### config.mk
export PLATFORM = sky130hd
export DESIGN_NAME = pipe_add_nbit
export DESIGN_NICKNAME = d
export VERILOG_FILES = /design/src/rtl/pipe_add_pkg.sv /design/src/rtl/pipe_add_seg.sv /design/src/rtl/pipe_add_nbit.sv
export SDC_FILE = /design/constraint.sdc
export NUM_CORES = 1
export LEC_CHECK = 0
export ABC_AREA = 1
export BUFFER_PORTS_ARGS = -buffer_cell sky130_fd_sc_hd__buf_2
export CORE_UTILIZATION = 40
export CTS_CLUSTER_DIAMETER = 200
export DETAILED_ROUTE_END_ITERATION = 12
export MAX_ROUTING_LAYER = met4
export PLACE_DENSITY = 0.72
export SYNTH_ARGS = -nofsm -noshare
export SYNTH_HDL_FRONTEND = slang
export SYNTH_SLANG_ARGS = --single-unit
### constraint.sdc
create_clock -name clk -period 2.25 [get_ports clk]
set_clock_uncertainty 0.1 [all_clocks]
set_input_delay 0.225 -clock clk [delete_from_list [all_inputs] [get_ports clk]]
set_output_delay 0.225 -clock clk [all_outputs]
set_load 0.02 [all_outputs]
### src/rtl/pipe_add_pkg.sv
// Shared constants, stage-count helper and per-stage control record for pipe_add_nbit.
package pipe_add_pkg;

    localparam int DEFAULT_WIDTH = 16;
    localparam int DEFAULT_SEG_W = 4;

    // Operand skew and sum deskew fields depend on WIDTH, so they live in the
    // top-level stage arrays; only the width-independent part is shared here.
    typedef struct packed {
        logic valid;
        logic carry;
    } stage_ctl_t;

    function automatic int calc_stages(input int width, input int seg_w);
        return width / seg_w;
    endfunction

endpackage

### src/rtl/pipe_add_seg.sv
// One SEG_W-bit ripple segment of pipe_add_nbit plus its enabled stage register.
module pipe_add_seg
    import pipe_add_pkg::*;
#(
    parameter int SEG_W = DEFAULT_SEG_W
) (
    input  logic             clk,
    input  logic             rst_n,
    input  logic             en,
    input  logic             prev_valid,
    input  logic             prev_carry,
    input  logic [SEG_W-1:0] seg_a,
    input  logic [SEG_W-1:0] seg_b,
    output logic             valid,
    output logic             carry,
    output logic [SEG_W-1:0] psum
);

    logic [SEG_W-1:0] sum_c;
    logic [SEG_W:0]   cy;

    always_comb begin
        sum_c = '0;
        cy    = '0;
        cy[0] = prev_carry;
        for (int i = 0; i < SEG_W; i++) begin
            sum_c[i]  = seg_a[i] ^ seg_b[i] ^ cy[i];
            cy[i+1]   = (seg_a[i] & seg_b[i]) | (cy[i] & (seg_a[i] ^ seg_b[i]));
        end
    end

    always_ff @(posedge clk or negedge rst_n) begin
        if (!rst_n) begin
            valid <= 1'b0;
            carry <= 1'b0;
            psum  <= '0;
        end else if (en) begin
            valid <= prev_valid;
            carry <= cy[SEG_W];
            psum  <= sum_c;
        end
    end

endmodule

### src/rtl/pipe_add_nbit.sv
// Pipelined ripple-carry adder, one register stage per SEG_W segment, valid/ready handshake.
// Optional overflow output enabled by defining PIPE_ADD_OVF_EN.
module pipe_add_nbit
    import pipe_add_pkg::*;
#(
    parameter int WIDTH = DEFAULT_WIDTH,
    parameter int SEG_W = DEFAULT_SEG_W
) (
    input  logic             clk,
    input  logic             rst_n,
    input  logic             in_valid,
    output logic             in_ready,
    input  logic [WIDTH-1:0] a,
    input  logic [WIDTH-1:0] b,
    input  logic             carry_in,
    output logic             out_valid,
    input  logic             out_ready,
    output logic [WIDTH-1:0] sum,
    output logic             carry_out
`ifdef PIPE_ADD_OVF_EN
    ,
    output logic             overflow
`endif
);

    localparam int STAGES = calc_stages(WIDTH, SEG_W);

    if (SEG_W < 1 || WIDTH % SEG_W != 0) begin : g_bad_width
        $fatal(1, "pipe_add_nbit: WIDTH must be a positive multiple of SEG_W");
    end

    logic stall;
    logic en;

    stage_ctl_t       ctl   [STAGES];
    logic [SEG_W-1:0] psum  [STAGES];
    logic [WIDTH-1:0] a_sk  [STAGES];
    logic [WIDTH-1:0] b_sk  [STAGES];
    logic [WIDTH-1:0] s_dk  [STAGES];
    logic [WIDTH-1:0] a_src [STAGES];
    logic [WIDTH-1:0] b_src [STAGES];
    logic [WIDTH-1:0] s_src [STAGES];
    logic             v_src [STAGES];
    logic             c_src [STAGES];

    assign stall    = out_valid && !out_ready;
    assign en       = !stall;
    assign in_ready = !stall;

    // Stage k sees operands skewed by k cycles and the sum segments completed so far.
    always_comb begin
        for (int k = 0; k < STAGES; k++) begin
            a_src[k] = '0;
            b_src[k] = '0;
            s_src[k] = '0;
            v_src[k] = 1'b0;
            c_src[k] = 1'b0;
        end
        a_src[0] = a;
        b_src[0] = b;
        v_src[0] = in_valid && in_ready;
        c_src[0] = carry_in;
        for (int k = 1; k < STAGES; k++) begin
            a_src[k] = a_sk[k-1];
            b_src[k] = b_sk[k-1];
            v_src[k] = ctl[k-1].valid;
            c_src[k] = ctl[k-1].carry;
            s_src[k] = s_dk[k-1];
            s_src[k][(k-1)*SEG_W +: SEG_W] = psum[k-1];
        end
    end

    for (genvar k = 0; k < STAGES; k++) begin : gen_stage
        pipe_add_seg #(
            .SEG_W (SEG_W)
        ) u_seg (
            .clk        (clk),
            .rst_n      (rst_n),
            .en         (en),
            .prev_valid (v_src[k]),
            .prev_carry (c_src[k]),
            .seg_a      (a_src[k][k*SEG_W +: SEG_W]),
            .seg_b      (b_src[k][k*SEG_W +: SEG_W]),
            .valid      (ctl[k].valid),
            .carry      (ctl[k].carry),
            .psum       (psum[k])
        );
    end

    always_ff @(posedge clk or negedge rst_n) begin
        if (!rst_n) begin
            for (int k = 0; k < STAGES; k++) begin
                a_sk[k] <= '0;
                b_sk[k] <= '0;
                s_dk[k] <= '0;
            end
        end else if (en) begin
            for (int k = 0; k < STAGES; k++) begin
                a_sk[k] <= a_src[k];
                b_sk[k] <= b_src[k];
                s_dk[k] <= s_src[k];
            end
        end
    end

    always_comb begin
        sum = s_dk[STAGES-1];
        sum[(STAGES-1)*SEG_W +: SEG_W] = psum[STAGES-1];
    end

    assign out_valid = ctl[STAGES-1].valid;
    assign carry_out = ctl[STAGES-1].carry;

`ifdef PIPE_ADD_OVF_EN
    // a^b^sum at the MSB recovers the carry into the MSB.
    assign overflow = a_sk[STAGES-1][WIDTH-1] ^ b_sk[STAGES-1][WIDTH-1]
                    ^ sum[WIDTH-1] ^ carry_out;
`endif

endmodule

Yosys cells after proc, flatten, opt, wreduce, memory -nomap -nowiden
Cells that the tools add are included.

Register bits after elaboration: 144. Input bits: 37. Output and inout port bits: 19. Word-level logic and storage cells: 105.

Bitwise gates (word level): 80. Reductions and logical operators: 4.

Operators by type and width (number): $and 1x1->1 (32); $xor 1x1->1 (32); $or 1x1->1 (16); $logic_and 1x1->1 (2); $logic_not 1->1 (2).

Depth between registers and ports, before layout
Depth in word-level cells: 9. Mapped depth: 10. Depth with buffers taken out: 10.

Modules after synthesis
Synthesis repeated with hierarchy kept, for this count alone.

Cells, all modules: 482. Area, all modules: 4336.7 um2.

Modules (own cells, without submodules): pipe_add_nbit (times used 1, cells an instance 326, area an instance 2980.4 um2, sequential area each 1801.7 um2); pipe_add_seg (times used 4, cells an instance 39, area an instance 339.1 um2, sequential area each 150.1 um2).

Worst setup path after synthesis
OpenSTA, ideal clock, no wires.

Kind: flip-flop to flip-flop. From: register a_sk[52] (netlist name). To: register gen_stage[1].u_seg.psum[3]. Library setup time: 0.065 ns. Arrival time: 1.989 ns. Data required time: 2.085 ns. Path slack: 0.096 ns. Cell stages (with the launch flop): 11. Path buffers: 0. Period minus slack after synthesis: 2.154 ns. Cell sequence: dfrtp_1 fa_1 inv_1 fa_1 inv_1 fa_1 inv_1 fa_1 inv_1 nand2_1 nand2_1.

Word-level cells in the longest chain between the ends: 8. Elaborated cells on any way between the ends: 9. Those cells by class: 9 x bitwise.

Ends and longest elaborated chain: start, declared (line pipe_add_nbit.sv:37) `logic [WIDTH-1:0] a_sk [STAGES];`; start signal, assigned by index (line pipe_add_nbit.sv:99) `a_sk[k] <= a_src[k];`; $xor 1x1->1 (line pipe_add_seg.sv:28) `cy[i+1] = (seg_a[i] & seg_b[i]) | (cy[i] & (seg_a[i] ^ seg_b[i]));`; $and 1x1->1 (line pipe_add_seg.sv:28); $or 1x1->1 * (line pipe_add_seg.sv:28); $and 1x1->1 * (line pipe_add_seg.sv:28); $or 1x1->1 * (line pipe_add_seg.sv:28); $and 1x1->1 * (line pipe_add_seg.sv:28); $or 1x1->1 * (line pipe_add_seg.sv:28); $xor 1x1->1 * (line pipe_add_seg.sv:27) `sum_c[i] = seg_a[i] ^ seg_b[i] ^ cy[i];`; end signal, assigned (line pipe_add_seg.sv:40) `psum <= sum_c;`; end, declared (line pipe_add_seg.sv:16) `output logic [SEG_W-1:0] psum`.

Every way passes the cells marked *; elsewhere a longest branch is shown, timed or not. A chain may end at the register's enable or synchronous reset.

Worst setup path after layout
From: register gen_stage[0].u_seg.carry. To: register gen_stage[1].u_seg.psum[3].

Word-level cells in the longest chain between the ends: 7.

Ends and longest elaborated chain: start, declared (line pipe_add_seg.sv:15) `output logic carry,`; start signal, assigned (line pipe_add_seg.sv:39) `carry <= cy[SEG_W];`; $and 1x1->1 (line pipe_add_seg.sv:28); $or 1x1->1 (line pipe_add_seg.sv:28); $and 1x1->1 (line pipe_add_seg.sv:28); $or 1x1->1 (line pipe_add_seg.sv:28); $and 1x1->1 (line pipe_add_seg.sv:28); $or 1x1->1 (line pipe_add_seg.sv:28); $xor 1x1->1 (line pipe_add_seg.sv:27).

Every way passes these cells.

==> impl_metrics.prom <==
# TYPE chip_impl_metric gauge
chip_impl_info{name="status",value="completed"} 1
chip_impl_metric{name="dieHeight",unit="um"} 107
chip_impl_metric{name="synthToLayoutAreaGrowth",unit="%"} 16.8
chip_impl_metric{name="design.core.area",unit="sq mm"} 0.0105
chip_impl_metric{name="maximum_number_of_pins_on_one_net_before_global_route_repair",unit=""} 97
chip_impl_metric{name="timing.critical_path.fanout_max",unit=""} 2
chip_impl_info{name="whs_endpoint",value="gen_stage[0].u_seg.psum[2]"} 1
chip_impl_metric{name="detail-route-antenna-nets",unit=""} 0
chip_impl_info{name="cts_root_buffer",value="sky130_fd_sc_hd__clkbuf_8"} 1
chip_impl_info{name="timing.rr.start",value="gen_stage[0].u_seg.carry"} 1
chip_impl_info{name="synth_area_leader_cell",value="sky130_fd_sc_hd__dfrtp_1"} 1
chip_impl_metric{name="htree_levels",unit=""} 3
chip_impl_info{name="unrepaired_setup_endpoints_after_global_routing",value="yes"} 1
chip_impl_metric{name="layout_net_count",unit=""} 596
chip_impl_metric{name="starting_drt_drc_count",unit=""} 322
chip_impl_metric{name="detail_route.vias_per_cell",unit=""} 4.69
chip_impl_metric{name="layout_fillers",unit=""} 1035
chip_impl_metric{name="static_leakage",unit="nW"} 2.79
chip_impl_metric{name="io_buffer_count",unit=""} 55
chip_impl_metric{name="postLayoutCellArea",unit="sq mm"} 0.00511
chip_impl_metric{name="cp.required",unit="ps"} 2450
chip_impl_metric{name="initial_antenna_violation_count",unit=""} 0
chip_impl_metric{name="dpl_cell_area",unit="sq mm"} 0.00462
chip_impl_metric{name="cts_inserted_buffers",unit=""} 9
chip_impl_metric{name="routed-via-count",unit=""} 3209
chip_impl_metric{name="post-route-util",unit="%"} 48.9
chip_impl_metric{name="final.hold.worst_slack",unit="ps"} 134
chip_impl_metric{name="period_share",unit="%"} 97.0
chip_impl_metric{name="synth_sequential_area_ratio",unit="%"} 54.9
chip_impl_metric{name="post_synth_instance_area",unit="sq mm"} 0.00438
chip_impl_metric{name="synth-seq-cells",unit=""} 96
chip_impl_metric{name="io-pin-count",unit=""} 56
chip_impl_metric{name="synth.top_cell.area_share",unit="%"} 54.9
chip_impl_metric{name="multi_input_comb_area",unit="sq mm"} 0.00154
chip_impl_metric{name="syn_nets",unit=""} 537
chip_impl_info{name="top_area_cells_in_the_synthesized_netlist",value="sky130_fd_sc_hd__dfrtp_1 (55%), sky130_fd_sc_hd__nand2_1 (16%), sky130_fd_sc_hd__nand3_1 (11%)"} 1
chip_impl_metric{name="regArea",unit="sq mm"} 0.00240
chip_impl_metric{name="clockBufferDepth",unit=""} 2
chip_impl_metric{name="whs_path_depth",unit=""} 4
chip_impl_metric{name="core.rowCount",unit=""} 37
chip_impl_metric{name="vdd.ir_drop.worst",unit="mV"} 0.661
chip_impl_metric{name="finalHoldViolations",unit=""} 0
chip_impl_metric{name="dp.cells",unit=""} 638
chip_impl_metric{name="drt_pass1_iterations",unit=""} 4
chip_impl_metric{name="drt-total-wl",unit="um"} 8660
chip_impl_metric{name="design.die.area",unit="sq mm"} 0.0114
chip_impl_metric{name="reg2reg_slack",unit="ps"} 70
chip_impl_metric{name="grt_first_pass_wirelength",unit="um"} 15200
chip_impl_metric{name="report.final.slew_viol_count",unit=""} 0
chip_impl_metric{name="timing.fmax",unit="MHz"} 458
chip_impl_metric{name="cts.sinks",unit=""} 96
chip_impl_metric{name="finalWeightedCongestion",unit=""} 0.742
chip_impl_info{name="worstReg2RegEnd",value="gen_stage[1].u_seg.psum[3]"} 1
chip_impl_metric{name="routedWlPerCell",unit="um"} 12.7
chip_impl_metric{name="ys.warnings.count",unit=""} 0
chip_impl_metric{name="worst_relative_slew_slack",unit="%"} 56.5
chip_impl_metric{name="syn_area_per_cell",unit="sq um"} 9.05
chip_impl_metric{name="worst_slew_pin_tran",unit="ps"} 653
chip_impl_info{name="tritoncts",value="yes"} 1
chip_impl_metric{name="reg2regPathDepth",unit=""} 10
chip_impl_metric{name="clk_latency",unit="ps"} 350
chip_impl_metric{name="period_minus_slack",unit="ps"} 2180
chip_impl_metric{name="layout_cells_sized_above_1",unit="%"} 17.7
chip_impl_metric{name="maxCapViolations",unit=""} 0
chip_impl_metric{name="synth.lib_cells_used.distinct",unit=""} 12
chip_impl_info{name="timing.critical_path.to_type",value="flop"} 1
chip_impl_info{name="timing.hold.worst.class",value="input pin to flop"} 1
chip_impl_metric{name="grt_util_all_layers",unit="%"} 17.5
chip_impl_metric{name="drcViolationCount",unit=""} 0
chip_impl_metric{name="power-per-cell-area",unit="mW/mm^2"} 1270
chip_impl_metric{name="finish.cell_count_without_fillers",unit=""} 684
chip_impl_info{name="critPathLaunchType",value="flop"} 1
chip_impl_info{name="criticalPathCategory",value="flop to flop"} 1
chip_impl_metric{name="fp.dieW",unit="um"} 107
chip_impl_metric{name="report.final.setup_viol",unit=""} 0
chip_impl_metric{name="start_util",unit="%"} 41.9
chip_impl_metric{name="grt_remaining_overflow",unit=""} 0
chip_impl_metric{name="antenna-diode-count",unit=""} 0
chip_impl_metric{name="clk_pin_slew_worst_paths",unit="ps"} 90
chip_impl_metric{name="synthCells",unit=""} 484
chip_impl_info{name="worstHoldStart",value="b[2]"} 1
chip_impl_metric{name="first_global_vias",unit=""} 3241
chip_impl_metric{name="data_arrival_time_of_the_critical_path",unit="ps"} 2380
chip_impl_metric{name="place.detailed.hpwl",unit="um"} 5490
-- timing repair --
action,in CTS,in global routing
endpoints found under the hold margin,61,0
resized for setup,4,11
pin swaps,1,7
buffers inserted,1,3
hold buffers,26,0
endpoints found under the setup margin,2,3
-- final cells by class --
type	count	area share, %
clock inverters	5	1.13
clock buffers	11	2.57
repair buffers	91	12.7
flip-flops and latches	96	47.0
well taps	136	3.33
multi-input cells	303	30.2
inverters	42	3.08
-- metal layers --
layer | wire length, um | GRT usage (%) | vias up
li1 | - | - | 1594
met1 | 4050 | 23.5 | 1544
met2 | 4210 | 27.0 | 64
met3 | 322 | 4.74 | 7
met4 | 78 | 2.94 | 0
met5 | 0 | - | -
-- state kept, by name, indices dropped and copies added, names as in the netlist --
register and flops:
gen_stage.u_seg.valid 4, sum 12, b_sk 24, gen_stage.u_seg.psum 16
gen_stage.u_seg.carry 4, a_sk 24, s_dk 12
-- per-stage QoR --
step / setup WS, ps / power [mW] / TNS, ps
after global placement: 50.8 / 5.26 / 0
after detailed placement: -10.3 / 5.36 / -10.3
after floorplan: 96.0 / 4.84 / 0
final: 68.5 / 6.52 / 0
after global routing: -47.5 / 7.13 / -102
after CTS: 1.54 / 6.53 / 0
-- worst max-delay path by stage --
stage,cells past startpoint,slack (ps),to,from
finish,10,70,gen_stage[1].u_seg.psum[3],gen_stage[0].u_seg.carry
global route,10,-50,gen_stage[1].u_seg.psum[3],gen_stage[0].u_seg.carry
CTS,10,2,gen_stage[1].u_seg.psum[3],a_sk[52]
detailed placement,10,-10,gen_stage[1].u_seg.psum[3],a_sk[52]
global placement,10,50,gen_stage[3].u_seg.psum[3],a_sk[28]
floorplan,10,100,gen_stage[1].u_seg.psum[3],a_sk[52]
-- synthesized netlist by cell type, drive strengths merged --
cell / n
inv: 42
nand3: 95
clkbuf: 1
buf: 42
fa: 16
nand2: 192
dfrtp: 96
-- cells by family (layout without fill, tap and decap cells) --
group,count (synthesis),count (layout),share of synthesized area (%)
adders and majority gates,16,16,7.31
buffers and inverters,85,149,10.3
DFF,96,96,54.9
and+or+nand+nor,287,287,27.5
-- cells in the final DEF (no fill, tap or decap), types with 3 or more instances in the layout --
master,synthesis,layout
sky130_fd_sc_hd__inv_2,1,8
sky130_fd_sc_hd__buf_4,21,8
sky130_fd_sc_hd__clkbuf_8,0,9
sky130_fd_sc_hd__buf_12,0,3
sky130_fd_sc_hd__dfrtp_1,96,95
sky130_fd_sc_hd__fa_1,16,8
sky130_fd_sc_hd__inv_1,41,34
sky130_fd_sc_hd__fa_2,0,8
sky130_fd_sc_hd__nand2_1,191,191
sky130_fd_sc_hd__buf_2,14,54
sky130_fd_sc_hd__nand3_1,95,95
sky130_fd_sc_hd__dlygate4sd3_1,0,26
-- critical path: stages (launching register included) --
cell and delay, ps:
sky130_fd_sc_hd__dfrtp_1 410, sky130_fd_sc_hd__fa_2 390, sky130_fd_sc_hd__inv_2 60, sky130_fd_sc_hd__fa_2 190, sky130_fd_sc_hd__inv_2 40, sky130_fd_sc_hd__fa_2 320, sky130_fd_sc_hd__inv_2 60, sky130_fd_sc_hd__fa_1 400
sky130_fd_sc_hd__inv_1 60, sky130_fd_sc_hd__nand2_1 50, sky130_fd_sc_hd__nand2_1 50
-- report_power, final --
part           internal, mW  total, mW  switching (mW)
sequential             2.47       2.92           0.454
combinational         0.944       2.51            1.57
clock                 0.515       1.08           0.567
Power figures use the tool's default switching activity.
